## config.mk

```make
export PLATFORM = sky130hd
export DESIGN_NAME = mem_arbiter
export DESIGN_NICKNAME = d
export VERILOG_FILES = /design/src/rtl/mem_arbiter.sv
export SDC_FILE = /design/constraint.sdc
export NUM_CORES = 1
export LEC_CHECK = 0
export ABC_AREA = 1
export ABC_CLOCK_PERIOD_IN_PS = 2200
export CORE_MARGIN = 4
export CORE_UTILIZATION = 45
export CTS_CLUSTER_SIZE = 28
export DETAILED_ROUTE_END_ITERATION = 12
export PLACE_DENSITY = 0.9
export SLEW_MARGIN = 20
export SYNTH_ARGS = -nofsm -noshare
export SYNTH_HDL_FRONTEND = slang
export SYNTH_SLANG_ARGS = --single-unit
```

## constraint.sdc

```tcl
create_clock -name CLK -period 2.2 [get_ports CLK]
set_input_delay 0.44 -clock CLK [delete_from_list [all_inputs] [get_ports CLK]]
set_output_delay 0.44 -clock CLK [all_outputs]
set_load 0.01 [all_outputs]
```

## src/rtl/mem_arbiter.sv

```systemverilog
// Two-port round-robin arbiter in front of a single-ported, registered-output memory.
// One access is in flight at a time; read data is returned only to the port that asked for it.
module mem_arbiter #(
  parameter int WIDTH = 8
) (
  input  logic             CLK,
  input  logic             RESET_N,
  input  logic             REQ0_VALID,
  input  logic             REQ0_RW,
  input  logic [WIDTH-1:0] REQ0_ADDR,
  input  logic [31:0]      REQ0_DIN,
  input  logic             REQ1_VALID,
  input  logic             REQ1_RW,
  input  logic [WIDTH-1:0] REQ1_ADDR,
  input  logic [31:0]      REQ1_DIN,
  output logic             REQ0_READY,
  output logic             REQ1_READY,
  output logic             RSP0_VALID,
  output logic             RSP1_VALID,
  output logic [31:0]      RSP0_DATA,
  output logic [31:0]      RSP1_DATA,
  output logic             MEM_VALID,
  output logic             MEM_RW,
  output logic [WIDTH-1:0] MEM_ADDR,
  output logic [31:0]      MEM_DIN,
  input  logic [31:0]      MEM_DOUT,
  output logic             BUSY
);

  typedef enum logic [1:0] {IDLE, ISSUE, CAPTURE} state_t;

  state_t           state_q, state_d;
  logic             last_q, last_d;  // 1 = port 1 holds the most recent grant
  logic             gnt_q, gnt_d;
  logic             rw_q, rw_d;
  logic [WIDTH-1:0] addr_q, addr_d;
  logic [31:0]      din_q, din_d;
  logic             rsp0_valid_q, rsp0_valid_d;
  logic             rsp1_valid_q, rsp1_valid_d;
  logic [31:0]      rsp0_data_q, rsp0_data_d;
  logic [31:0]      rsp1_data_q, rsp1_data_d;
  logic             sel1;

  always_comb begin
    state_d      = state_q;
    last_d       = last_q;
    gnt_d        = gnt_q;
    rw_d         = rw_q;
    addr_d       = addr_q;
    din_d        = din_q;
    rsp0_valid_d = 1'b0;
    rsp1_valid_d = 1'b0;
    rsp0_data_d  = rsp0_data_q;
    rsp1_data_d  = rsp1_data_q;
    sel1         = 1'b0;
    REQ0_READY   = 1'b0;
    REQ1_READY   = 1'b0;
    MEM_VALID    = 1'b0;
    case (state_q)
      IDLE: begin
        if (REQ0_VALID || REQ1_VALID) begin
          // On a tie the port that did not win last time takes the grant.
          sel1       = REQ1_VALID && (!REQ0_VALID || !last_q);
          REQ0_READY = !sel1;
          REQ1_READY = sel1;
          gnt_d      = sel1;
          last_d     = sel1;
          rw_d       = sel1 ? REQ1_RW   : REQ0_RW;
          addr_d     = sel1 ? REQ1_ADDR : REQ0_ADDR;
          din_d      = sel1 ? REQ1_DIN  : REQ0_DIN;
          state_d    = ISSUE;
        end
      end
      ISSUE: begin
        MEM_VALID = 1'b1;
        state_d   = rw_q ? IDLE : CAPTURE;
      end
      CAPTURE: begin
        // Memory output is valid now; the response pulse appears next cycle.
        if (gnt_q) begin
          rsp1_valid_d = 1'b1;
          rsp1_data_d  = MEM_DOUT;
        end else begin
          rsp0_valid_d = 1'b1;
          rsp0_data_d  = MEM_DOUT;
        end
        state_d = IDLE;
      end
      default: state_d = IDLE;
    endcase
  end

  always_ff @(posedge CLK or negedge RESET_N) begin
    if (!RESET_N) begin
      state_q      <= IDLE;
      last_q       <= 1'b1;
      gnt_q        <= 1'b0;
      rw_q         <= 1'b0;
      addr_q       <= '0;
      din_q        <= '0;
      rsp0_valid_q <= 1'b0;
      rsp1_valid_q <= 1'b0;
      rsp0_data_q  <= '0;
      rsp1_data_q  <= '0;
    end else begin
      state_q      <= state_d;
      last_q       <= last_d;
      gnt_q        <= gnt_d;
      rw_q         <= rw_d;
      addr_q       <= addr_d;
      din_q        <= din_d;
      rsp0_valid_q <= rsp0_valid_d;
      rsp1_valid_q <= rsp1_valid_d;
      rsp0_data_q  <= rsp0_data_d;
      rsp1_data_q  <= rsp1_data_d;
    end
  end

  assign MEM_RW     = rw_q;
  assign MEM_ADDR   = addr_q;
  assign MEM_DIN    = din_q;
  assign RSP0_VALID = rsp0_valid_q;
  assign RSP1_VALID = rsp1_valid_q;
  assign RSP0_DATA  = rsp0_data_q;
  assign RSP1_DATA  = rsp1_data_q;
  assign BUSY       = (state_q != IDLE);

endmodule

```

=== Word-level counts from Yosys, hierarchy flattened ===
Cells that the tools add are included.

* Bits in registers: 111
* Bits of input ports: 118
* Output and inout bits: 111

* Eq/ne operators: 3
* Reductions and logical operators: 11
* Multiplexer cells: 15
* Bitwise logic cells: 1

{| class="wikitable"
|+ Operator list
! kind !! number
|-
| $mux W32 || 1
|-
| $mux W1 || 10
|-
| $mux W8 || 1
|-
| $reduce_and A2 Y1 || 3
|-
| $mux W2 || 2
|-
| $pmux W2 S2 || 1
|-
| $logic_not A1 Y1 || 3
|-
| $eq A2 B1 Y1 const B || 1
|-
| $eq A2 B2 Y1 const B || 1
|-
| $logic_not A2 Y1 || 1
|-
| $logic_or A1 B1 Y1 || 2
|-
| $ne A2 B2 Y1 const B || 1
|-
| $reduce_bool A2 Y1 || 1
|-
| $logic_and A1 B1 Y1 || 1
|-
| $not A1 Y1 || 1
|}

=== Longest topological paths before layout ===
Gate-level depths: netlist of run 1.

* Word-level depth: 6
* Depth in mapped cells: 7

=== Worst setup path after synthesis of run 1 ===
OpenSTA, ideal clock, no wires.

* Path type: input -> output
* Start: input port REQ1_VALID
* End: output port REQ0_READY
* Required time: 1.760 ns
* Arrival: 1.109 ns
* Stages on the path: 6
* Setup slack: 0.651 ns
* Cell sequence: buf_4 -> nor2_4 -> nor2_8 -> inv_4 -> buf_6 -> a21oi_2

* Cells in the longest elaborated chain, start to end: 4

{| class="wikitable"
|+ RTL lines
! element !! RTL line !! text
|-
| start: declaration || 12 || <nowiki>input logic REQ1_VALID,</nowiki>
|-
| $logic_and A1 B1 Y1 || 63 || <nowiki>sel1 = REQ1_VALID && (!REQ0_VALID || !last_q);</nowiki>
|-
| $logic_not A1 Y1 || 64 || <nowiki>REQ0_READY = !sel1;</nowiki>
|-
| $mux W1 * || 61 || <nowiki>if (REQ0_VALID || REQ1_VALID) begin</nowiki>
|-
| $mux W1 * || 59 || <nowiki>case (state_q)</nowiki>
|-
| end: declaration || 16 || <nowiki>output logic REQ0_READY,</nowiki>
|}

Mark *: on every way between the ends. The rest lies on a longest branch, timed or not.

=== Final worst setup path of run 1 ===
* Start: input port REQ0_VALID
* End: output port REQ0_READY

* Cells in the longest elaborated chain, start to end: 6

{| class="wikitable"
|+ RTL lines
! element !! RTL line !! text
|-
| start: declaration || 8 || <nowiki>input logic REQ0_VALID,</nowiki>
|-
| $logic_not A1 Y1 || 63 ||
|-
| $logic_or A1 B1 Y1 || 63 ||
|-
| $logic_and A1 B1 Y1 || 63 ||
|-
| $logic_not A1 Y1 || 64 ||
|-
| $mux W1 * || 61 ||
|-
| $mux W1 * || 59 ||
|}

Marked as above.

==> results.json, run 1 <==
{
  "finalHoldViolCount": 0,
  "dieArea_mm2": 0.0126,
  "synth.area.top_cells": "dfrtp_1 (56%), nand2_1 (17%), o21ai_0 (5.6%)",
  "post_cts_buffers": 0,
  "max_freq_mhz": 487,
  "critPathSlowestCell": "clkdlybuf4s50_1",
  "hpwl_um": 10400,
  "cp_max_fo": 2,
  "r2r_end": "MEM_RW",
  "syn_area_mm2": 0.00488,
  "p_leak_nw": 3.67,
  "wl_met1_um": 5630,
  "ant_nets": 0,
  "min_period_ns": 2.05,
  "grt_pass1_vias": 4669,
  "worstMarginPinSlew_ns": 0.582,
  "synth_commonest_cells": "nand2_1 (227), dfrtp_1 (110), inv_1 (59)",
  "hold_depth": 2,
  "synth_seq_cells": 111,
  "worst_path_dominant_cell_family": "buffers and inverters",
  "n_antenna_cell": 0,
  "drv_cap": 0,
  "criticalPathCategory": "in2out",
  "coreArea_mm2": 0.0105,
  "ys_types": 20,
  "routed_wl_um": 13900,
  "startpoint_type": "primary input",
  "cp_data_required_time_ns": 1.76,
  "io_pins": 229,
  "critPathArrivalTime_ns": 1.61,
  "end_kind": "output port",
  "synth_warnings": 0,
  "top_layer": "met4",
  "met2WireLength_um": 6670,
  "ys_seq_area_frac": 0.569,
  "rows": 37,
  "start_util": 0.467,
  "yosys.cell_count.top_type": "nand2_1",
  "area_growth_pct": 51.9,
  "dieHeight_um": 112,
  "worstSkewPairLatency_ns": 0.36,
  "syn_avg_cell_area_um2": 8.52,
  "startpoint": "REQ0_VALID",
  "cts_tree": "built",
  "synth.top_cell.area_share": 0.564,
  "drt_iter0_markers": 299,
  "hold_start": "last_q",
  "cts_sinks": 111,
  "antenna_found_initial": 0,
  "yosys.area.top_type": "dfrtp_1",
  "synthArstFlopShare": 1.00,
  "synth_flop_cell": "dfrtp_1",
  "htreeDepth": 3,
  "hp-class": "reg2reg",
  "crit_chain": "clkdlybuf4s50_1 > nor2_4 > nor2_8 > inv_4 > a21oi_2 > dlygate4sd2_1",
  "clk_pin_slew_ns": 0.09,
  "final.setup_skew_ns": 0.00931,
  "peakVddDrop_mv": 0.962,
  "grt_pass1_wl_um": 22900,
  "status": "finished, final reports clean",
  "vias": 4644,
  "cts_made_buffers": 9,
  "drv_slew": 0,
  "synth-edff-count": 0,
  "via_per_inst": 4.98,
  "min_to": "last_q",
  "syn_inst": 573,
  "dr_wl_met3_um": 1250,
  "power_density_mw_per_mm2": 1320,
  "grt_usage": 0.222,
  "final_nets": 909,
  "port_buffers": 228,
  "drive_gt1_frac": 0.0503,
  "grt_max_degree": 66,
  "worstSetupPathDepth": 6,
  "die_x_um": 112,
  "synth_fp_nets": 691,
  "routedWlPerCell_um": 14.9,
  "rsz0062_at_grt": "false",
  "clockBufferDepth": 2,
  "min_period_over_period": 0.933,
  "setup_viol": 0,
  "ff2ff_path_depth": 6,
  "drcViolationCount": 0,
  "postLayoutCoreUtil": 0.708,
  "finalSetupTns_ns": 0,
  "overflow": 0,
  "crit_buf_inv": 3,
  "drt_first_pass_iters": 6,
  "rr_startpoint": "state_q[1]",
  "critPathMaxStageDelay_ns": 0.54,
  "rrSetupSlack_ns": 0.69,
  "cts_root_buffer": "clkbuf_8",
  "place.gp.congestion": 0.863,
  "slew_headroom": 0.612
}
[area by class of cell]
cell class | count | area [µm²]
fillers | 766 | 3050
multi-input cells | 366 | 1640
clock buffers | 10 | 128
inverters | 61 | 231
well taps | 136 | 170
flip-flops and latches | 111 | 2780
repair buffers | 242 | 2400
clock inverters | 6 | 68.8
[worst max-delay path by stage]
stage / end
floorplan: REQ0_READY
global placement: REQ0_READY
detailed placement: REQ0_READY
CTS: BUSY
global route: BUSY
finish: REQ0_READY
[cell usage in the layout (no fill, tap or decap), types with 2 or more instances in the layout]
| cell type | count |
|---|---|
| dfrtp_1 | 110 |
| buf_4 | 13 |
| nand3_1 | 41 |
| inv_1 | 59 |
| dlygate4sd2_1 | 3 |
| clkbuf_8 | 9 |
| o21ai_1 | 10 |
| inv_6 | 2 |
| nand3b_1 | 22 |
| nor2_1 | 2 |
| nand3_2 | 2 |
| nand2_1 | 227 |
| o21ai_0 | 55 |
| nand2_2 | 3 |
| clkdlybuf4s50_1 | 224 |
[per-stage QoR]
stage / hold slack [ns] / total power, mW / instance area (µm²) / setup WS (ns) / instances
2_1_floorplan: 0.144 / 5.87 / 4880 / 0.651 / 573
3_3_place_gp: 0.387 / 8.40 / 7210 / -0.168 / 915
3_5_place_dp: 0.398 / 8.63 / 7210 / -0.173 / 915
4_1_cts: 0.485 / 9.85 / 7410 / 0.128 / 932
5_1_grt: 0.506 / 10.5 / 7410 / 0.0792 / 932
6_report: 0.481 / 9.76 / 7410 / 0.148 / 932
[where the power goes]
| part | switching (mW) | internal, mW |
|---|---|---|
| clock network | 0.663 | 0.536 |
| registers | 0.607 | 3.07 |
| logic | 2.37 | 2.52 |
[logic make-up (layout without fill, tap and decap cells)]
family,count (synthesis),in the layout,share of synthesized area
AO/OA/AOI/OAI,66,66,0.0684
AND/OR/NAND/NOR,300,300,0.265
buffers and inverters,96,319,0.0969
flip-flops,111,111,0.569
[per-layer routing]
metal / up-vias / GRT usage
met5: - / 0
met1: 2158 / 0.283
met4: 0 / 0.0905
met3: 28 / 0.0598
met2: 248 / 0.362
li1: 2210 / -
[repair_timing]
item                                   4_1_cts  5_1_grt
resized for setup                            3        0
endpoints found under the hold margin       26        0
hold buffers                                 1        0
setup endpoints to repair                    2        0
[worst min-delay path: cells and delay by family, from the launching register on]
kind | cells | cell delay [ns]
flip-flops | 1 | 0.39
AND/OR/NAND/NOR | 2 | 0.10
[sequential cells by signal, indices dropped and copies added, names as in the netlist]
register / count
RSP1_VALID: 1
RSP0_VALID: 1
last_q: 1
MEM_RW: 1
gnt_q: 1
MEM_DIN: 32
RSP0_DATA: 32
MEM_ADDR: 8
state_q: 2
RSP1_DATA: 32
Note: power is estimated with default switching activity, not from simulation.
==> run 2: changes to the inputs <==
Settings changed: ABC_CLOCK_PERIOD_IN_PS 2200 to 1700, CORE_UTILIZATION 45 to 37, PLACE_DENSITY 0.9 to 0.79.
Clock period 2.2 ns to 1.7 ns, I/O delays scaled along.
==> results.json, run 2 (synthesized netlist as in run 1, its figures left out) <==
{
  "clk_pin_slew_ns": 0.07,
  "via_per_inst": 4.58,
  "drcViolationCount": 0,
  "p_leak_nw": 3.76,
  "critPathMaxStageDelay_ns": 0.57,
  "min_period_ns": 1.62,
  "worst_path_dominant_cell_family": "buffers and inverters",
  "layout_commonest_cell": "nand2_1",
  "routedWlPerCell_um": 13.9,
  "critPathSlowestCell": "clkdlybuf4s50_1",
  "critPathArrivalTime_ns": 1.28,
  "rsz0062_at_grt": "false",
  "die_x_um": 123,
  "worstSkewPairLatency_ns": 0.34,
  "vias": 4446,
  "hpwl_um": 9940,
  "drt_first_pass_iters": 4,
  "grt_pass1_wl_um": 21600,
  "n_antenna_cell": 0,
  "end_kind": "output port",
  "final.setup_skew_ns": 0.00742,
  "status": "finished, final reports clean",
  "coreArea_mm2": 0.0128,
  "htreeDepth": 3,
  "dieArea_mm2": 0.0151,
  "cts_root_buffer": "clkbuf_16",
  "startpoint_type": "register",
  "peakVddDrop_mv": 1.09,
  "grt_pass1_vias": 4291,
  "drt_iter0_markers": 326,
  "setup_viol": 0,
  "area_growth_pct": 56.4,
  "finalHoldViolCount": 0,
  "grt_usage": 0.180,
  "crit_buf_inv": 1,
  "worstMarginPinSlew_ns": 0.475,
  "final_nets": 912,
  "drv_cap": 0,
  "drv_slew": 0,
  "max_freq_mhz": 618,
  "crit_chain": "clkdlybuf4s50_1",
  "holdWs_ns": 0.471,
  "port_buffers": 228,
  "routed_wl_um": 13500,
  "ant_nets": 0,
  "fill_cells": 1103,
  "criticalPathCategory": "reg2out",
  "hp-class": "reg2reg",
  "cts_made_buffers": 9,
  "cp_max_fo": 3,
  "drive_gt1_frac": 0.0588,
  "min_period_over_period": 0.951,
  "dieHeight_um": 123,
  "power_density_mw_per_mm2": 1730,
  "cts_tree": "built",
  "cts_sinks": 111,
  "overflow": 0,
  "postLayoutCoreUtil": 0.598,
  "cp_data_required_time_ns": 1.36,
  "layout_common_cells": "nand2_1 (227), clkdlybuf4s50_1 (221), dfrtp_1 (110)",
  "rows": 41,
  "start_util": 0.382,
  "antenna_found_initial": 0,
  "rrSetupSlack_ns": 0.21,
  "place.gp.congestion": 0.754,
  "io_pins": 229,
  "clockBufferDepth": 2,
  "grt_max_degree": 66,
  "slew_headroom": 0.683,
  "finalSetupTns_ns": 0
}
-- run 2: cell types whose count changed in the layout (fill, tap and decap cells not counted), moves of 2 or more --
cell             change
clkbuf_16            +9
clkbuf_8             -8
buf_12               +3
clkdlybuf4s50_1      -3
buf_2                +2
-- run 2: final timing paths --
kind	startpoint	end	cells past startpoint
worst max-delay path	MEM_RW	MEM_RW	1
worst min-delay path	MEM_RW	state_q[1]	1
worst max register to register	last_q	MEM_ADDR[2]	7
worst min register to register	MEM_RW	state_q[1]	1
max in group asynchronous	RESET_N	last_q	3
min in group asynchronous	RESET_N	RSP1_DATA[26]	3
-- run 2: area by class of cell --
type,count,area (µm²),area share
flip-flops and latches,111,2780,0.364
repair buffers,245,2450,0.321
multi-input cells,366,1640,0.215
clock buffers,10,239,0.0313
inverters,61,231,0.0303
well taps,172,215,0.0282
clock inverters,6,73.8,0.00967
-- run 2: per-layer routing --
metal	vias up	routed length [µm]	track usage
li1	2211	-	-
met1	2042	5580	0.225
met2	186	6070	0.293
met3	7	1760	0.0756
met4	0	97	0.0357
met5	-	0	0
-- run 2: metrics by stage --
stage               cell area [µm²]  std cells  worst slack [ns]  power, mW
floorplan                      4880        573             0.303       7.59
global placement               7310        953            -0.434       11.0
detailed placement             7310        953            -0.452       11.2
CTS                            7620        969           0.00433       13.4
global route                   7630        971            0.0159       14.3
finish                         7630        971            0.0826       13.2
-- run 2: power by group --
group	internal [mW]	switching [mW]
sequential	3.98	0.722
combinational	3.30	3.05
clock	1.21	0.971
total	8.48	4.74
-- run 2: repair_timing --
action | 4_1_cts | 5_1_grt
hold buffers | 0 | 1
buffers inserted | 0 | 1
pin swaps | 0 | 1
endpoints found under the setup margin | 4 | 1
resized for setup | 12 | 2
endpoints found under the hold margin | 0 | 2
==> edit, RTL diff (flow settings as in run 2) <==
`rsp0_data_q` no longer has a reset.
--- a/src/rtl/mem_arbiter.sv
+++ b/src/rtl/mem_arbiter.sv
@@ -102,3 +102,2 @@
       rsp1_valid_q <= 1'b0;
-      rsp0_data_q  <= '0;
       rsp1_data_q  <= '0;
@@ -113,5 +112,8 @@
       rsp1_valid_q <= rsp1_valid_d;
-      rsp0_data_q  <= rsp0_data_d;
       rsp1_data_q  <= rsp1_data_d;
     end
+  end
+
+  always_ff @(posedge CLK) begin
+    rsp0_data_q <= rsp0_data_d;
   end
Behaviour: differs if RESET_N is asserted again (counterexample within 4 cycles, from zero or initial values and one cycle with RESET_N low); with RESET_N held inactive, the same outputs for 10 cycles.
==> edit against run 2 <==
- final area fell by 2.5%
- fmax decreased by 2.5%
- total power decreased by 10%
- setup slack lost 42 ps
- sequential cell count did not move
- routed wire length shrank 0.11%
- area after synthesis is 4.8% lower
- die area fell by 4.5%
- clock power is 7% lower
- count of clock-buffer cells in the layout down 1
- combinational power shrank 15%
- synthesized cell count down 13%
- hold slack got worse by 66 ps
- largest cell class unchanged
==> edit: results (changes against run 2) <==
<table>
<tr><th>Metric</th><th>Value</th></tr>
<tr><th colspan="2">Run status</th></tr>
<tr><td>Status</td><td>finished clean (unchanged)</td></tr>
<tr><th colspan="2">Global routing</th></tr>
<tr><td>Maximum number of pins on one net before global-route repair</td><td>44 (was 66)</td></tr>
<tr><td>Met2 track demand over resource</td><td>30.2% (was 29.3%)</td></tr>
<tr><td>Met1 Resource Use GR</td><td>22.9% (was 22.5%)</td></tr>
<tr><th colspan="2">Worst setup path</th></tr>
<tr><td>Reg-to-reg critical path endpoint</td><td>MEM_DIN[4]$_DFFE_PN0P_ (was MEM_ADDR[2]$_DFFE_PN0P_)</td></tr>
<tr><td>Critical Path Source</td><td>last_q$_DFFE_PN1P_ (was MEM_RW$_DFFE_PN0P_)</td></tr>
<tr><td>Maximum fanout along the worst path</td><td>4 (was 3)</td></tr>
<tr><th colspan="2">Power</th></tr>
<tr><td>Static leakage</td><td>3.46 nW (was 3.76 nW)</td></tr>
<tr><td>Cell-internal power</td><td>0.00763 W (was 0.00848 W)</td></tr>
<tr><th colspan="2">Final layout</th></tr>
<tr><td>FILL cells</td><td>992 (was 1,103)</td></tr>
<tr><td>Nets</td><td>848 (was 912)</td></tr>
<tr><th colspan="2">STA</th></tr>
<tr><td>Slew at the pin with the worst max-slew slack</td><td>445 ps (was 475 ps)</td></tr>
<tr><td>Clock Skews</td><td>8.21 ps (was 7.42 ps)</td></tr>
<tr><th colspan="2">Hold path</th></tr>
<tr><td>WHS Path Cells</td><td>5 (was 1)</td></tr>
<tr><td>Hold path startpoint</td><td>REQ1_VALID (was MEM_RW$_DFFE_PN0P_)</td></tr>
<tr><th colspan="2">Place</th></tr>
<tr><td>Placed Cells</td><td>884 (was 953)</td></tr>
<tr><td>DPL Wire Length</td><td>10.2 mm (was 9.94 mm)</td></tr>
<tr><td>Standard cell area after detailed placement</td><td>0.00713 mm2 (was 0.00731 mm2)</td></tr>
<tr><th colspan="2">Synth</th></tr>
<tr><td>Sequential fraction of the synthesis area</td><td>63.2% (was 56.9%)</td></tr>
<tr><td>Cell types with the largest area share after synthesis</td><td>sky130_fd_sc_hd__dfrtp_1 (42%), sky130_fd_sc_hd__nand2_1 (21%), sky130_fd_sc_hd__edfxtp_1 (21%) (was sky130_fd_sc_hd__dfrtp_1 (56%), sky130_fd_sc_hd__nand2_1 (17%), sky130_fd_sc_hd__o21ai_0 (5.6%))</td></tr>
</table>
==> edit: cell types whose count changed after synthesis, sizes merged <==
cell    delta
inv       -34
nand2     +34
dfrtp     -32
o21ai     -65
nand3      -1
nor3       +1
edfxtp    +32
clkbuf     +2
buf       -10
==> edit: area by class of cell <==
| cell class | count | area [um2] | area share, % |
|---|---|---|---|
| Multi-Input combinational cell | 335 | 1460 | 19.6 |
| Clock buffer | 9 | 225 | 3.03 |
| Clock inverter | 7 | 63.8 | 0.857 |
| Inverter | 27 | 104 | 1.40 |
| Tap cell | 168 | 210 | 2.82 |
| Timing Repair Buffer | 246 | 2440 | 32.9 |
| Sequential cell | 111 | 2940 | 39.5 |
==> edit: kinds of logic after synthesis <==
family	after synthesis
flops	111
buf+inv	54
compound gates	1
simple gates	334
==> edit: critical path, cell delays in order, from the launching register on <==
cell	delay [ps]
sky130_fd_sc_hd__dfstp_2	550
sky130_fd_sc_hd__nand2_2	80
sky130_fd_sc_hd__nand2_2	90
sky130_fd_sc_hd__nor2_2	40
sky130_fd_sc_hd__clkdlybuf4s15_2	220
==> edit: what timing repair did <==
item / in CTS / in global routing
buffers inserted: 2 / 0
endpoints found under the setup margin: 4 / 2
pin swaps: 1 / 0
resized for setup: 11 / 2
endpoints found under the hold margin: 26 / 0
hold buffers: 1 / 0
==> edit: stage by stage <==
step / utilization, % / setup WS, ps / power [W]
final: 61.2 / 40.2 / 0.0119
after detailed placement: 58.6 / -387 / 0.00994
after CTS: 61.2 / 3.05 / 0.0120
after floorplan: - / 24.2 / 0.00685
after global routing: 61.2 / -8.97 / 0.0126
after global placement: 58.6 / -357 / 0.00977
==> edit: layer usage <==
metal | wire [um] | vias up
li1 | - | 2030
met1 | 5490 | 1954
met2 | 6380 | 249
met3 | 1490 | 12
met4 | 130 | 0
met5 | 0 | -
